--- src/rtl/spi_frame_slave_pkg.sv ---
// Shared constants for the SPI mode-0 frame slave: byte width and FSM state encoding.
package spi_frame_slave_pkg;

  localparam int SPI_BYTE_BITS = 8;

  localparam logic [1:0] ST_WAIT_IDLE = 2'd0;
  localparam logic [1:0] ST_IDLE      = 2'd1;
  localparam logic [1:0] ST_SHIFT     = 2'd2;

endpackage

--- src/rtl/sync_edge.sv ---
// Multi-stage synchroniser for an asynchronous pin, with one-clk rise/fall pulses
// taken between the synchronised value and a one-cycle-delayed copy of it.
module sync_edge #(
  parameter int   STAGES    = 2,
  parameter logic RESET_VAL = 1'b0
) (
  input  logic clk,
  input  logic nreset,
  input  logic async_in,
  output logic sync_out,
  output logic rise,
  output logic fall
);

  logic [STAGES-1:0] chain;
  logic              prev;

  // NOTE: every flop in a clocked block uses <= so the chain shifts by exactly one stage per edge.
  always_ff @(posedge clk or negedge nreset) begin
    if (!nreset) begin
      chain <= {STAGES{RESET_VAL}};
      prev  <= RESET_VAL;
    end else begin
      chain <= {chain[STAGES-2:0], async_in};
      prev  <= chain[STAGES-1];
    end
  end

  assign sync_out = chain[STAGES-1];
  assign rise     = chain[STAGES-1] & ~prev;
  assign fall     = ~chain[STAGES-1] & prev;

endmodule

--- src/rtl/spi_frame_slave.sv ---
// SPI mode-0 slave front end: pin synchronisation, MSB-first byte deserialise/serialise,
// frame start/end strobes and byte index. The MISO pin is named miso because do is a reserved word.
module spi_frame_slave
  import spi_frame_slave_pkg::*;
#(
  parameter int SYNC_STAGES = 2,
  parameter int IDX_W       = 8
) (
  input  logic                     clk,
  input  logic                     nreset,
  input  logic                     sclk,
  input  logic                     di,
  input  logic                     ncs,
  output logic                     miso,
  output logic [SPI_BYTE_BITS-1:0] rx_data,
  output logic                     rx_valid,
  input  logic [SPI_BYTE_BITS-1:0] tx_data,
  output logic                     tx_taken,
  output logic                     frame_start,
  output logic                     frame_end,
  output logic [IDX_W-1:0]         byte_index,
  output logic                     busy
);

  localparam int BIT_W    = $clog2(SPI_BYTE_BITS);
  localparam int SETTLE_W = $clog2(SYNC_STAGES + 2);
  localparam logic [BIT_W-1:0]    LAST_BIT   = BIT_W'(SPI_BYTE_BITS - 1);
  localparam logic [SETTLE_W-1:0] SETTLE_MAX = SETTLE_W'(SYNC_STAGES + 1);

  logic sclk_sync, sclk_rise, sclk_fall;
  logic ncs_sync, ncs_rise, ncs_fall;
  logic di_sync;
  logic [1:0] di_edge_unused;

  sync_edge #(.STAGES(SYNC_STAGES), .RESET_VAL(1'b0)) u_sclk_sync (
    .clk(clk), .nreset(nreset), .async_in(sclk),
    .sync_out(sclk_sync), .rise(sclk_rise), .fall(sclk_fall)
  );

  sync_edge #(.STAGES(SYNC_STAGES), .RESET_VAL(1'b1)) u_ncs_sync (
    .clk(clk), .nreset(nreset), .async_in(ncs),
    .sync_out(ncs_sync), .rise(ncs_rise), .fall(ncs_fall)
  );

  sync_edge #(.STAGES(SYNC_STAGES), .RESET_VAL(1'b0)) u_di_sync (
    .clk(clk), .nreset(nreset), .async_in(di),
    .sync_out(di_sync), .rise(di_edge_unused[0]), .fall(di_edge_unused[1])
  );

  logic [1:0]               state;
  logic [SETTLE_W-1:0]      settle_cnt;
  logic                     settled;
  logic [BIT_W-1:0]         bit_cnt;
  logic [SPI_BYTE_BITS-1:0] rx_shift;
  logic [SPI_BYTE_BITS-1:0] tx_shift;
  logic                     unused_sclk_level;

  // The ncs chain resets to "deselected"; until the pin value has propagated through
  // it, a high ncs_sync is stale and must not be trusted to leave WAIT_IDLE.
  assign settled           = (settle_cnt == SETTLE_MAX);
  assign busy              = (state == ST_SHIFT);
  assign unused_sclk_level = sclk_sync;

  always_ff @(posedge clk or negedge nreset) begin
    if (!nreset) begin
      state       <= ST_WAIT_IDLE;
      settle_cnt  <= '0;
      bit_cnt     <= '0;
      rx_shift    <= '0;
      tx_shift    <= '0;
      rx_data     <= '0;
      rx_valid    <= 1'b0;
      tx_taken    <= 1'b0;
      frame_start <= 1'b0;
      frame_end   <= 1'b0;
      byte_index  <= '0;
      miso        <= 1'b1;
    end else begin
      // NOTE: strobes default low at the top so each branch only states when they pulse.
      rx_valid    <= 1'b0;
      tx_taken    <= 1'b0;
      frame_start <= 1'b0;
      frame_end   <= 1'b0;
      if (!settled) settle_cnt <= settle_cnt + SETTLE_W'(1);

      case (state)
        ST_WAIT_IDLE: begin
          miso <= 1'b1;
          if (settled && ncs_sync) state <= ST_IDLE;
        end

        ST_IDLE: begin
          miso <= 1'b1;
          if (ncs_fall) begin
            frame_start <= 1'b1;
            tx_taken    <= 1'b1;
            tx_shift    <= tx_data;
            miso        <= tx_data[SPI_BYTE_BITS-1];
            bit_cnt     <= '0;
            byte_index  <= '1;
            state       <= ST_SHIFT;
          end
        end

        ST_SHIFT: begin
          if (sclk_rise) begin
            rx_shift <= {rx_shift[SPI_BYTE_BITS-2:0], di_sync};
            bit_cnt  <= bit_cnt + BIT_W'(1);
            if (bit_cnt == LAST_BIT) begin
              rx_data    <= {rx_shift[SPI_BYTE_BITS-2:0], di_sync};
              rx_valid   <= 1'b1;
              byte_index <= byte_index + IDX_W'(1);
              tx_shift   <= tx_data;
              tx_taken   <= 1'b1;
              miso       <= tx_data[SPI_BYTE_BITS-1];
            end
          end else if (sclk_fall && bit_cnt != '0) begin
            // A fall right after a byte boundary keeps the freshly loaded MSB on the line.
            tx_shift <= tx_shift << 1;
            miso     <= tx_shift[SPI_BYTE_BITS-2];
          end

          if (ncs_rise) begin
            frame_end <= 1'b1;
            miso      <= 1'b1;
            state     <= ST_IDLE;
          end
        end

        default: state <= ST_WAIT_IDLE;
      endcase
    end
  end

endmodule

--- config.mk ---
export PLATFORM = sky130hd
export DESIGN_NAME = spi_frame_slave
export DESIGN_NICKNAME = d
export VERILOG_FILES = /design/src/rtl/spi_frame_slave_pkg.sv /design/src/rtl/sync_edge.sv /design/src/rtl/spi_frame_slave.sv
export SDC_FILE = /design/constraint.sdc
export NUM_CORES = 1
export LEC_CHECK = 0
export CAP_MARGIN = 20
export CORE_MARGIN = 2
export CORE_UTILIZATION = 40
export DETAILED_ROUTE_END_ITERATION = 10
export GPL_TIMING_DRIVEN = 0
export PLACE_DENSITY_LB_ADDON = 0.2
export REMOVE_ABC_BUFFERS = 1
export SLEW_MARGIN = 20
export SYNTH_ARGS = -nofsm -noshare
export SYNTH_HDL_FRONTEND = slang
export SYNTH_HIERARCHICAL = 1
export SYNTH_SLANG_ARGS = --single-unit
export TNS_END_PERCENT = 100
--- constraint.sdc ---
create_clock -name clk -period 3.4 [get_ports clk]
set_input_delay 0.85 -clock clk [delete_from_list [all_inputs] [get_ports clk]]
set_output_delay 0.85 -clock clk [all_outputs]
set_load 0.03 [all_outputs]
==> results.ini <==
[run_status]
status=complete, no violations

[yosys]
ys_warn_count=6
synth.cell_area_mm2=0.00229
synth_cells=186
avgSynthCellArea_um2=12.3

[clock_network]
root_buffer=clkbuf_8
cts_tree=yes
hold_buffers=0
ctsLongestPathBuffers=2
clock-sinks=50
clk_latency_ps=290
cts_buffers=5
cts_max_level=2
path_clk_slew_ps=90
ctsResizeCount=0
postCtsSetupBuffers=0

[layout]
final_util=0.511
post_route_cells_drive_above_1_share=0.232
syn_to_final_growth_pct=23.0
layout.nets=246
n_antenna_cell=0
fillers=500

[floorplanning]
io_pins=35
die_h_um=79.6
die_x_um=79.6
dieArea_mm2=0.00634
fp-row-count=27
initial_utilization=0.415
coreArea_mm2=0.00551

[global_routing]
grt_use_total=0.145
grt_pass1_vias=1590
grt_overflow_total=0
grt_pass1_wl_um=7180
antenna_found_initial=0
grt_start_max_net_pins=29

[timing]
finalClockSkew_ps=6.10
slew_headroom=0.458
max_freq_ghz=0.335
fin_crit_ps=2990
hold_viol=0
grt_setup_unrepaired=false
fin_crit_sh=0.879
finalSetupTns_ps=0
tightest_slew_ps=811
maxSlewViolCount=0
setup_viol=0

[worst_hold_path]
hold_class=flip-flop to flip-flop

[power_and_ir_drop]
peakVddDrop_v=0.000314
powerDensity_mw_per_mm2=661
p_leak_nw=1.26

[drt]
wl_per_cell_um=13.7
drt_first_iter_violations=75
ant_nets=0
dr.pass1.iters=4
drcViolationCount=0
totalWireLength_um=4070
vias_per_cell=5.09
vias=1506

[critical_path]
path_class=flip-flop to output port
crit_chain=inv_1 > ha_1 > clkdlybuf4s50_1
start_kind=flip-flop
max_stage_delay_ps=780
worst_ep_required_time_ps=2550
path_buf_inv=2
worstPathMaxFanout=15
cp_slowest_cell=clkdlybuf4s50_1
endpoint_kind=output port
cp.arrival_ps=2140
critPathTopFamily=buffers and inverters

[placement]
gp_congestion=0.823
hpwl_um=2870
io_buffers=34

[flow_run]
drv_cap=0

[flip-flops by register name, indices dropped and copies added (netlist names), 2 cells and up]
signal and cells:
byte_index 8, rx_data 8, u_ncs_sync/chain 2, rx_shift 7
settle_cnt 2, bit_cnt 3, state 2, u_sclk_sync/chain 2
u_di_sync/chain 2, tx_shift 7
[final timing paths]
kind	startpoint	endpoint	slack [ps]	cells past startpoint
hold reg to reg	u_ncs_sync/chain[0]	u_ncs_sync/chain[1]	360	0
setup reg to reg	u_sclk_sync/chain[1]	tx_shift[4]	920	5
hold / removal	u_ncs_sync/chain[0]	u_ncs_sync/chain[1]	360	0
max in group asynchronous	nreset	miso	2280	2
setup / recovery	state[0]	busy	410	3
min in group asynchronous	nreset	frame_end	530	1
[final cells by class]
class	instances	area (um^2)	share of cell area
clock buffer	5	68.8	0.0245
multi-input combinational	120	960	0.341
clock inverter	3	40.0	0.0142
timing repair buffer	35	355	0.126
sequential	50	1260	0.447
tap	72	90.1	0.0320
inverter	11	41.3	0.0147
[through the flow]
stage	power, mW	hold WS [ps]	instance area, um^2	worst slack (ps)	instances
after floorplan	1.29	331	2260	1290	181
after global placement	1.47	331	2690	30.6	287
after detailed placement	1.48	342	2700	730	288
after CTS	1.88	363	2810	394	296
after global routing	2.00	368	2810	289	296
final	1.86	361	2810	411	296
[power by group]
part           internal [mW]  switching (mW)
combinational          0.315           0.365
clock                  0.216           0.182
sequential             0.711          0.0704
total                   1.24           0.617
[worst register-to-register path: stages, from the launching register on]
cell and delay (ps):
dfrtp_1 360, nor2b_1 660, nand2b_1 470, a21oi_2 110, nor3_4 380, mux2_2 390
[metal layers]
| metal | global-route usage | share of wire | vias to the layer above |
|---|---|---|---|
| met5 | 0 | 0 | - |
| met4 | 0.0466 | 0.014 | 0 |
| met3 | 0.0317 | 0.037 | 6 |
| met2 | 0.245 | 0.49 | 28 |
| met1 | 0.184 | 0.46 | 740 |
| li1 | - | - | 732 |
[cells in the final DEF, fill, tap and decap left out, types with 5 or more instances in the layout]
| cell | count |
|---|---|
| a21oi_1 | 8 |
| clkdlybuf4s50_1 | 33 |
| dfrtp_1 | 46 |
| nand3_1 | 5 |
| clkbuf_8 | 5 |
| nor2_1 | 10 |
| inv_1 | 10 |
| nand2_1 | 9 |
| mux2_2 | 30 |
| ha_1 | 10 |
(Power assumes the default switching activity.)
